<file path="src/rtl/pipe_scheduler.sv">
`default_nettype none
// pipe_scheduler: scrolls three recycled pipe obstacles, presents the current pipe's edges and keeps score.
// Revision: 1.0
module pipe_scheduler #(
  parameter int PIPE_WIDTH = 40,
  parameter int SPACING    = 220,
  parameter int SPEED      = 2,
  parameter int START_X    = 680,
  parameter int GAP_BASE   = 60,
  parameter int GAP_H      = 120
) (
  input  logic       i_clk,
  input  logic       i_rst_n,
  input  logic       i_start,
  input  logic       i_lose,
  input  logic       i_tick,
  input  logic [9:0] i_bird_x_l,
  output logic [9:0] o_x_edge_left,
  output logic [9:0] o_x_edge_right,
  output logic [9:0] o_y_edge_top,
  output logic [9:0] o_y_edge_bottom,
  output logic       o_pipe_valid,
  output logic [7:0] o_score,
  output logic       o_score_pulse
);

  localparam logic [2:0] S_IDLE  = 3'd0;
  localparam logic [2:0] S_LOAD0 = 3'd1;
  localparam logic [2:0] S_LOAD1 = 3'd2;
  localparam logic [2:0] S_LOAD2 = 3'd3;
  localparam logic [2:0] S_RUN   = 3'd4;
  localparam logic [2:0] S_HALT  = 3'd5;

  localparam logic [10:0] c_speed   = 11'(SPEED);
  localparam logic [10:0] c_respawn = 11'(3 * SPACING - SPEED);
  localparam logic [9:0]  c_pw      = 10'(PIPE_WIDTH);
  localparam logic [9:0]  c_gap_h   = 10'(GAP_H);

  logic [2:0]  r_state;
  logic [7:0]  r_lfsr;
  logic [10:0] r_pos [3];
  logic [8:0]  r_gap [3];
  logic [1:0]  r_cur;
  logic [7:0]  r_score;
  logic        r_score_pulse;

  logic        w_move;
  logic        w_point;
  logic [10:0] w_cur_pos;
  logic [8:0]  w_cur_gap;
  logic [8:0]  w_gap_new;
  logic [9:0]  w_xr;

  assign w_move    = (r_state == S_RUN) && i_tick && !i_lose;
  assign w_gap_new = 9'(GAP_BASE) + {1'b0, r_lfsr};

  always_comb begin
    w_cur_pos = r_pos[0];
    w_cur_gap = r_gap[0];
    case (r_cur)
      2'd1: begin w_cur_pos = r_pos[1]; w_cur_gap = r_gap[1]; end
      2'd2: begin w_cur_pos = r_pos[2]; w_cur_gap = r_gap[2]; end
      default: ;
    endcase
  end

  // A point is earned when the bird has cleared the current pipe or it scrolls off this cycle.
  assign w_point = (r_state == S_RUN) &&
                   ((w_cur_pos < {1'b0, i_bird_x_l}) || (w_move && (w_cur_pos <= c_speed)));

  always_ff @(posedge i_clk or negedge i_rst_n) begin
    if (!i_rst_n) begin
      r_state       <= S_IDLE;
      r_lfsr        <= 8'hA5;
      r_cur         <= 2'd0;
      r_score       <= 8'd0;
      r_score_pulse <= 1'b0;
      for (int k = 0; k < 3; k++) begin
        r_pos[k] <= 11'(START_X + k * SPACING);
        r_gap[k] <= 9'd0;
      end
    end else begin
      r_lfsr        <= {r_lfsr[6:0], r_lfsr[7] ^ r_lfsr[5] ^ r_lfsr[4] ^ r_lfsr[3]};
      r_score_pulse <= w_point;
      case (r_state)
        S_IDLE: if (i_start) r_state <= S_LOAD0;
        S_LOAD0: r_state <= S_LOAD1;
        S_LOAD1: r_state <= S_LOAD2;
        S_LOAD2: r_state <= S_RUN;
        S_RUN:   if (i_lose) r_state <= S_HALT;
        S_HALT:  if (i_start) r_state <= S_LOAD0;
        default: r_state <= S_IDLE;
      endcase

      if (r_state == S_IDLE || r_state == S_LOAD0) begin
        r_cur   <= 2'd0;
        r_score <= 8'd0;
        for (int k = 0; k < 3; k++) r_pos[k] <= 11'(START_X + k * SPACING);
      end else if (w_point) begin
        r_cur <= (r_cur == 2'd2) ? 2'd0 : r_cur + 2'd1;
        if (r_score != 8'hFF) r_score <= r_score + 8'd1;
      end

      if (r_state == S_LOAD0) r_gap[0] <= w_gap_new;
      if (r_state == S_LOAD1) r_gap[1] <= w_gap_new;
      if (r_state == S_LOAD2) r_gap[2] <= w_gap_new;

      if (w_move) begin
        for (int k = 0; k < 3; k++) begin
          if (r_pos[k] > c_speed) begin
            r_pos[k] <= r_pos[k] - c_speed;
          end else begin
            r_pos[k] <= r_pos[k] + c_respawn;
            r_gap[k] <= w_gap_new;
          end
        end
      end
    end
  end

  assign w_xr         = (w_cur_pos > 11'd1023) ? 10'd1023 : w_cur_pos[9:0];
  assign o_pipe_valid = (r_state == S_RUN) || (r_state == S_HALT);
  assign o_score      = r_score;
  assign o_score_pulse = r_score_pulse;

  // Invalid edges are parked so that no overlap with the bird is possible.
  always_comb begin
    o_x_edge_right  = 10'd1023;
    o_x_edge_left   = 10'd1023;
    o_y_edge_top    = 10'd0;
    o_y_edge_bottom = 10'd1023;
    if (o_pipe_valid) begin
      o_x_edge_right  = w_xr;
      o_x_edge_left   = (w_xr < c_pw) ? 10'd0 : w_xr - c_pw;
      o_y_edge_top    = {1'b0, w_cur_gap};
      o_y_edge_bottom = {1'b0, w_cur_gap} + c_gap_h;
    end
  end

endmodule
`default_nettype wire

</file>
<file path="config.mk">
export PLATFORM = sky130hd
export DESIGN_NAME = pipe_scheduler
export DESIGN_NICKNAME = d
export VERILOG_FILES = /design/src/rtl/pipe_scheduler.sv
export SDC_FILE = /design/constraint.sdc
export NUM_CORES = 1
export LEC_CHECK = 0
export BUFFER_PORTS_ARGS = -buffer_cell sky130_fd_sc_hd__clkbuf_2
export CORE_MARGIN = 1.5
export CORE_UTILIZATION = 30
export DETAILED_ROUTE_END_ITERATION = 10
export GPL_TIMING_DRIVEN = 0
export PLACE_DENSITY = 0.48
export SLEW_MARGIN = 5
export SYNTH_ARGS = -nofsm -noshare
export SYNTH_HDL_FRONTEND = slang
export SYNTH_SLANG_ARGS = --single-unit
</file>
<file path="constraint.sdc">
create_clock -name i_clk -period 3 [get_ports i_clk]
set_clock_uncertainty 0.1 [all_clocks]
set_input_delay 0.6 -clock i_clk [delete_from_list [all_inputs] [get_ports i_clk]]
set_output_delay 0.6 -clock i_clk [all_outputs]
set_load 0.1 [all_outputs]
</file>
==> results of run 1 <==
-- state kept, by name, summed over array words and instances, names as in the netlist --
| register | count |
|---|---|
| r_cur | 2 |
| r_state | 3 |
| o_score_pulse | 1 |
| r_pos | 30 |
| r_gap | 27 |
| o_score | 8 |
| r_lfsr | 8 |
-- synthesized netlist by cell type, types with 4 or more instances --
library cell and count:
dfrtp_1 64, nand2_1 61, nor2_1 60, a21oi_1 39, o21ai_0 36, inv_1 28, ha_1 24, nand3_1 23
a22oi_1 17, nor3_1 17, clkbuf_1 15, dfstp_2 15, or3_1 12, xnor2_1 12, mux2_2 10, mux2i_1 10
o31ai_1 10, nor4_1 7, xor2_1 7, nand2b_1 6, a22o_1 4, and3_1 4, buf_2 4
-- metal layers --
layer  up-vias  track usage  share of wire
met3        17       0.0274          0.032
met1      2150        0.237           0.46
li1       2129            -              -
met2        89        0.307           0.49
met5         -            0              0
met4         0       0.0707          0.017
-- cells by family (layout without fill, tap and decap cells) --
logic type,count (synthesis),after routing,share of synthesized area
other cells,1,1,0.000796
buf+inv,54,170,0.0480
xor+xnor,19,19,0.0353
fa+ha+maj,24,24,0.0637
simple gates,214,214,0.216
mux,20,20,0.0451
flops,79,79,0.423
compound gates,129,129,0.168
-- final cells by class --
cell class	instances	area, µm²	share of cell area
sequential	79	2000	0.277
clock buffer	10	239	0.0331
inverter	28	124	0.0172
multi-input combinational	407	3060	0.424
timing repair buffer	103	1290	0.178
buffer	23	171	0.0238
clock inverter	6	73.8	0.0102
tap	211	264	0.0366
-- metrics by stage --
stage               hold slack, ps  setup TNS, ps  setup WS [ps]
finish                         152          -6780           -387
global route                   183         -10340           -466
CTS                            162          -8670           -444
detailed placement             323         -11620           -696
global placement               321         -11240           -675
floorplan                      204          -2490           -424
-- timing repair --
action                     4_1_cts  5_1_grt
cloned                           1        2
resized for setup              135       74
pin swaps                       12       35
hold endpoints to repair         0        0
setup endpoints to repair       50       50
buffers inserted                19       19
-- how the worst max path moves through the flow --
stage,from,end,slack [ps],cells past startpoint
3_3_place_gp,r_cur[1],o_x_edge_left[4],-670,10
4_1_cts,r_cur[1],o_x_edge_left[5],-440,10
6_report,r_cur[1],o_x_edge_left[5],-390,11
3_5_place_dp,r_cur[1],o_x_edge_left[7],-700,10
2_1_floorplan,r_cur[0],o_x_edge_right[2],-420,11
5_1_grt,r_cur[1],o_x_edge_left[7],-470,11
-- power breakdown --
part           leakage (nW)  switching, mW  internal, mW  total [mW]
clock network         0.154          0.489         0.681        1.17
logic                  1.89           2.10          1.15        3.25
registers             0.975         0.0835          1.14        1.22
total                  3.02           2.67          2.97        5.64
-- critical path, cell delays in order, from the launching register on --
cell and delay (ps):
dfrtp_1 420, inv_2 90, ha_4 350, buf_6 140, nor2_2 30, a21o_1 220, a21boi_4 200, buf_4 140
nor3b_4 40, and2_4 180, o41ai_4 270, buf_8 250
==> impl_metrics.toml, run 1 <==
[setup_path]
r2r_start = "r_cur[1]"
cp-start-kind = "register"
cp_max_fo = 5
cp.arrival_ps = 2690
end_kind = "output pin"
worstReg2RegEnd = "o_score[7]"
critPathRequiredTime_ps = 2300
crit_type = "reg -> out"
rr_worst_depth = 16
r2r_setup_slack_ps = -260

[sta]
clock.fmax_ghz = 0.295
rsz0062_at_grt = "true"
relSlewSlack = 0.535
worst_slack_ps = -387
period_needed_ps = 3390
finalSetupViolCount = 31
slew_viol_final = 0
worstMarginPinSlew_ps = 697
finalHoldViolations = 0
fin_crit_sh = 1.13

[logic_synthesis]
yosys_warnings = 0
syn_avg_cell_area_um2 = 8.73
ys_async_sr_fraction = 1.00
synth.distinct_cells = 52
postSynthCellCount = 540
ys_seq_elements = 79
synth_area_leaders = "dfrtp_1 (34%), dfstp_2 (8.4%), ha_1 (6.4%)"
synth_nets = 579
syn_area_um2 = 4710
synthFlopType = "dfrtp_1"
synth_edf_count = 0
synth_top_area_share = 0.340
yosysSeqAreaShare = 0.423
yosysTopAreaCell = "dfrtp_1"

[cts]
clock-sinks = 79
cts_tree = "built"
clk_path_buf_depth = 2
cts_root_buf = "clkbuf_16"
clock_latency_ps = 350
numCtsBuffers = 9
holdBufCountCts = 0
htree_levels = 3
path_clk_slew_ps = 60

[detailed_routing]
vias_per_cell = 5.06
drcViolationCount = 0
wl_per_cell_um = 16.9
wirelength_um = 14700
drtPass1Iterations = 5
final_antenna_net_count = 0
drt_iter0_markers = 228
num_vias = 4385

[placed_design]
place_area_um2 = 5620
numPortBuffers = 63
place.gp.congestion = 0.814
dpl.hpwl_um = 9990
place_inst = 815

[grt]
groute.usage.overall = 0.183
antenna_found_initial = 0
grt_pass1_vias = 4471
grt_max_degree = 47
grt_pass1_wl_um = 23200
grt_overflow = 0

[floorplan]
ios = 65
core-area_um2 = 15300
die_height_um = 128
dieArea_um2 = 16500
fp.dieW_um = 128
initial_utilization = 0.309
row_count = 45

[final_layout]
utilization = 0.473
fin_area_um2 = 7220
final_layout_size_suffix_gt1_frac = 0.407
layout.cells.most_common_list = "dfrtp_1 (63), nand2_1 (50), nor2_1 (43)"
fin_nets = 690
antenna_cells = 0
mostFrequentLayoutCell = "dfrtp_1"
stdcell_count = 867
area_delta_synth_final_pct = 53.1
nFillCells = 1403

[flow_run]
cap_violations = 0

[power_and_ir_drop]
finalPower_mw = 5.64
powerDensity_nw_per_um2 = 782
peakVddDrop_mv = 0.363
p_leak_nw = 3.02

[min_path]
hold_class = "in -> async"

[status]
status = "complete, but fails checks"
violations = "negative setup slack"
(Power assumes the default switching activity.)
==> run 2, diff against run 1 <==
Settings changed: GPL_TIMING_DRIVEN 0 to 1.
==> run 2 against run 1 <==
Net effect: the run still ends with negative setup slack left; sequential power about the same; first-iteration DRC count down 15%; core utilization down 0.38 points; maximum frequency up 2.8%; final area down 0.80%; hold slack better by 160 ps; largest cell class unchanged.
==> impl_metrics.toml, run 2 (same netlist as run 1, synthesis figures left out) <==
[power_and_ir_drop]
p_clk_frac = 0.190
p_seq_frac = 0.223
peakVddDrop_mv = 0.359
finalPower_mw = 5.52
comb_power_share = 0.587
swShare = 0.473
p_int_mw = 2.91
p_leak_nw = 3.01
powerDensity_nw_per_um2 = 771
power_switching_mw = 2.61

[cts]
clk_path_buf_depth = 2
cts_root_buf = "clkbuf_16"
path_clk_slew_ps = 60
clock_latency_ps = 340
clock-sinks = 79
cts_tree = "built"
numCtsBuffers = 9
htree_levels = 3
holdBufCountCts = 0

[placed_design]
numPortBuffers = 63
place.gp.congestion = 0.844
dpl.hpwl_um = 10200
place_inst = 834
dp_slack_ps = -88.8
place_area_um2 = 6380

[detailed_routing]
drcViolationCount = 0
wl_per_cell_um = 15.9
wirelength_um = 13900
drt_iter0_markers = 193
vias_per_cell = 4.97
final_antenna_net_count = 0
drtPass1Iterations = 4
num_vias = 4330

[floorplan]
initial_utilization = 0.309
fp.dieW_um = 128
dieArea_um2 = 16500
die_height_um = 128
row_count = 45
ios = 65
core-area_um2 = 15300

[final_layout]
nFillCells = 1399
regMostFlops = "r_pos"
fin_nets = 694
largest_reg_flops = 30
utilization = 0.469
mostFrequentLayoutCell = "dfrtp_1"
stdcell_count = 871
fin_area_um2 = 7160
reg.largest.list = "r_pos x30, r_gap x27"
area_delta_synth_final_pct = 51.9
layout.cells.most_common_list = "dfrtp_1 (63), nand2_1 (50), buf_4 (48)"
antenna_cells = 0
final_layout_size_suffix_gt1_frac = 0.408

[setup_path]
cp_max_fo = 6
worstReg2RegEnd = "o_score[7]"
crit_buf_inv = 4
cp-start-kind = "register"
r2r_setup_slack_ps = -50
r2r_start = "r_cur[0]"
critPathTopFamily = "simple AND/OR/NAND/NOR gates"
end_kind = "output pin"
path_cells = "inv_2 -> ha_4 -> buf_6 -> a22oi_2 -> a21oi_2 -> nor4_2 -> buf_4 -> nor3b_4 -> and2_4 -> o21ai_2 -> buf_12"
critPathRequiredTime_ps = 2300
cp.arrival_ps = 2590
rr_worst_depth = 13
slowest_delay_ps = 390
slowest_stage = "dfrtp_1"
crit_type = "reg -> out"

[min_path]
hold_class = "in -> async"

[sta]
tns_ps = -3410
slew_viol_final = 0
finalSetupViolCount = 23
worst_slack_ps = -294
rsz0062_at_grt = "true"
worstMarginPinSlew_ps = 1010
finalHoldViolations = 0
clock.fmax_ghz = 0.304
holdWs_ps = 317
relSlewSlack = 0.329
period_needed_ps = 3290
fin_crit_sh = 1.10

[status]
violations = "negative setup slack"
status = "complete, but fails checks"

[grt]
groute.usage.overall = 0.170
grt_pass1_wl_um = 21700
antenna_found_initial = 0
grt_pass1_vias = 4152
grt_max_degree = 78
grt_overflow = 0

[flow_run]
cap_violations = 0
## run 2: changes by cell type in the layout (fill, tap and decap cells not counted), sizes merged
cell and delta:
buf +49, clkinvlp +2, clkbuf -45, clkinv -1, bufinv -1
## run 2: timing repair
item / 4_1_cts / 5_1_grt
buffers inserted: 7 / 14
gates resized for setup: 34 / 49
endpoints found under the setup margin: 33 / 36
cloned: 1 / 0
pin swaps: 11 / 13
## run 2: final cells by class
type	instances	area [µm²]	share of cell area
clock inverters	6	50.0	0.00699
well taps	211	264	0.0369
clock buffers	10	229	0.0320
inverters	28	121	0.0170
repair buffers	130	1530	0.213
multi-input cells	407	2970	0.415
flip-flops and latches	79	2000	0.279
## run 2: routing by layer
layer,vias up,routed length (µm),GRT usage
li1,2136,-,-
met1,2111,6470,0.227
met2,74,6750,0.276
met3,9,490,0.0279
met4,0,153,0.0668
met5,-,0,0
## run 2: worst max path at each step
stage / start / endpoint / slack [ps] / cells after the start
finish: r_cur[1] / o_x_edge_left[4] / -290 / 11
CTS: r_cur[0] / o_x_edge_left[3] / -310 / 11
global placement: r_cur[1] / o_score[5] / -40 / 11
floorplan: r_cur[0] / o_x_edge_right[2] / -420 / 11
detailed placement: r_cur[1] / o_score[5] / -90 / 12
global route: r_cur[1] / o_x_edge_left[4] / -390 / 11
## run 2: power groups by stage
stage	clock (mW)	combinational, mW	sequential (mW)
global placement	0	2.97	1.25
finish	1.05	3.24	1.23
global route	1.12	3.41	1.25
CTS	1.08	3.11	1.23
detailed placement	0	3.00	1.25
floorplan	0	1.93	1.24
## run 2: worst register-to-register path, delay by kind of cell, from the launching register on
family / cells / cell delay, ps
flops: 1 / 420
fa+ha+maj: 2 / 590
simple gates: 4 / 800
compound gates: 3 / 610
buf+inv: 4 / 450
==> run 3, diff against run 2 <==
Settings changed: SKIP_LAST_GASP from default to 1.
==> run 3 against run 2 <==
Net effect: the run still ends with negative setup slack left; cell count stayed put; routed wire length hardly changed; clock power hardly changed; setup slack worse by 2.8 ps; die area stayed put; combinational power hardly changed; core utilization hardly changed; first-iteration DRC count is 1.6% higher; register-to-register slack hardly changed; via count hardly changed; hold slack worse by 4.3 ps.
==> impl_metrics.toml, run 3 (same netlist as run 1, synthesis figures left out) <==
[status]
status = "complete, but fails checks"
violations = "negative setup slack"

[floorplan]
core-area_um2 = 15300
die_height_um = 128
fp.dieW_um = 128
initial_utilization = 0.309
row_count = 45
ios = 65
dieArea_um2 = 16500

[detailed_routing]
vias_per_cell = 4.97
wirelength_um = 13800
drcViolationCount = 0
drtPass1Iterations = 4
wl_per_cell_um = 15.9
final_antenna_net_count = 0
num_vias = 4332
drt_iter0_markers = 196

[sta]
slew_viol_final = 0
rsz0062_at_grt = "true"
tns_ps = -3490
period_needed_ps = 3300
holdWs_ps = 313
worst_slack_ps = -297
finalHoldViolations = 0
clock.fmax_ghz = 0.303
fin_crit_sh = 1.10
finalSetupViolCount = 24
relSlewSlack = 0.335
worstMarginPinSlew_ps = 998

[grt]
grt_pass1_wl_um = 21700
antenna_found_initial = 0
grt_overflow = 0
grt_max_degree = 78
groute.usage.overall = 0.170
grt_pass1_vias = 4152

[flow_run]
cap_violations = 0

[placed_design]
place.gp.congestion = 0.844
dpl.hpwl_um = 10200
numPortBuffers = 63
place_inst = 834

[final_layout]
mostFrequentLayoutCell = "dfrtp_1"
reg.largest.list = "r_pos x30, r_gap x27"
antenna_cells = 0
utilization = 0.469
stdcell_count = 871
fin_nets = 694
final_layout_size_suffix_gt1_frac = 0.406
largest_reg_flops = 30
area_delta_synth_final_pct = 51.7
layout.cells.most_common_list = "dfrtp_1 (63), nand2_1 (50), buf_4 (49)"
regMostFlops = "r_pos"

[setup_path]
worstReg2RegEnd = "o_score[7]"
critPathRequiredTime_ps = 2300
end_kind = "output pin"
r2r_start = "r_cur[0]"
path_cells = "inv_2 -> ha_4 -> buf_6 -> a22oi_2 -> a21oi_2 -> nor4_2 -> buf_4 -> nor3b_4 -> and2_4 -> o21ai_2 -> buf_12"
cp_max_fo = 6
cp.arrival_ps = 2600
r2r_setup_slack_ps = -50
rr_worst_depth = 15
slowest_stage = "dfrtp_1"
crit_type = "reg -> out"
cp-start-kind = "register"
slowest_delay_ps = 390

[power_and_ir_drop]
p_leak_nw = 3.00
swShare = 0.474
p_int_mw = 2.90
power_switching_mw = 2.61
comb_power_share = 0.586
peakVddDrop_mv = 0.357
powerDensity_nw_per_um2 = 771
p_seq_frac = 0.224
p_clk_frac = 0.190

[cts]
holdBufCountCts = 0
cts_root_buf = "clkbuf_16"
path_clk_slew_ps = 60
clock-sinks = 79
clock_latency_ps = 340
numCtsBuffers = 9
cts_tree = "built"
clk_path_buf_depth = 2
htree_levels = 3

[min_path]
hold_class = "in -> async"
run 3: cell counts in the layout (fill, tap and decap cells not counted):
Identical to the previous run, type by type.
run 3: worst max-delay path: cells and delay by family, from the launching register on:
| kind | cells | cell delay [ps] |
|---|---|---|
| flops | 1 | 390 |
| simple gates | 3 | 700 |
| buf+inv | 4 | 530 |
| compound gates | 3 | 450 |
| fa+ha+maj | 1 | 190 |
run 3: final cells by class:
type / instances / area, µm²
inverter: 28 / 121
fill: 1401 / 8110
tap: 211 / 264
clock buffer: 10 / 229
clock inverter: 6 / 50.0
multi-input combinational: 407 / 2970
sequential: 79 / 2000
timing repair buffer: 130 / 1520
run 3: what timing repair did:
item | CTS | global route
gates cloned | 1 | 0
pin swaps | 11 | 12
buffers inserted | 7 | 14
endpoints found under the setup margin | 33 | 36
gates resized for setup | 34 | 46
run 3: stage by stage:
stage / cell area, µm² / power (mW) / worst slack, ps
6_report: 7150 / 5.51 / -297
5_1_grt: 7150 / 5.77 / -390
4_1_cts: 6890 / 5.42 / -309
3_5_place_dp: 6380 / 4.25 / -88.8
3_3_place_gp: 6380 / 4.22 / -36.4
2_1_floorplan: 5010 / 3.17 / -424
run 3: layer usage:
layer,global-route usage,wire (µm)
met2,0.276,6720
met1,0.227,6500
met3,0.0279,463
met5,0,0
met4,0.0668,172
run 3: power groups by stage:
stage               logic [mW]  clock network, mW  registers (mW)
finish                    3.23               1.05            1.23
global route              3.40               1.12            1.25
CTS                       3.11               1.08            1.23
detailed placement        3.00                  0            1.25
global placement          2.97                  0            1.25
floorplan                 1.93                  0            1.24
run 3: how the worst max path moves through the flow:
stage | end | cells past startpoint | start | slack [ps]
2_1_floorplan | o_x_edge_right[2] | 11 | r_cur[0] | -420
3_3_place_gp | o_score[5] | 11 | r_cur[1] | -40
3_5_place_dp | o_score[5] | 12 | r_cur[1] | -90
4_1_cts | o_x_edge_left[3] | 11 | r_cur[0] | -310
5_1_grt | o_x_edge_left[4] | 11 | r_cur[1] | -390
6_report | o_x_edge_left[4] | 11 | r_cur[1] | -300
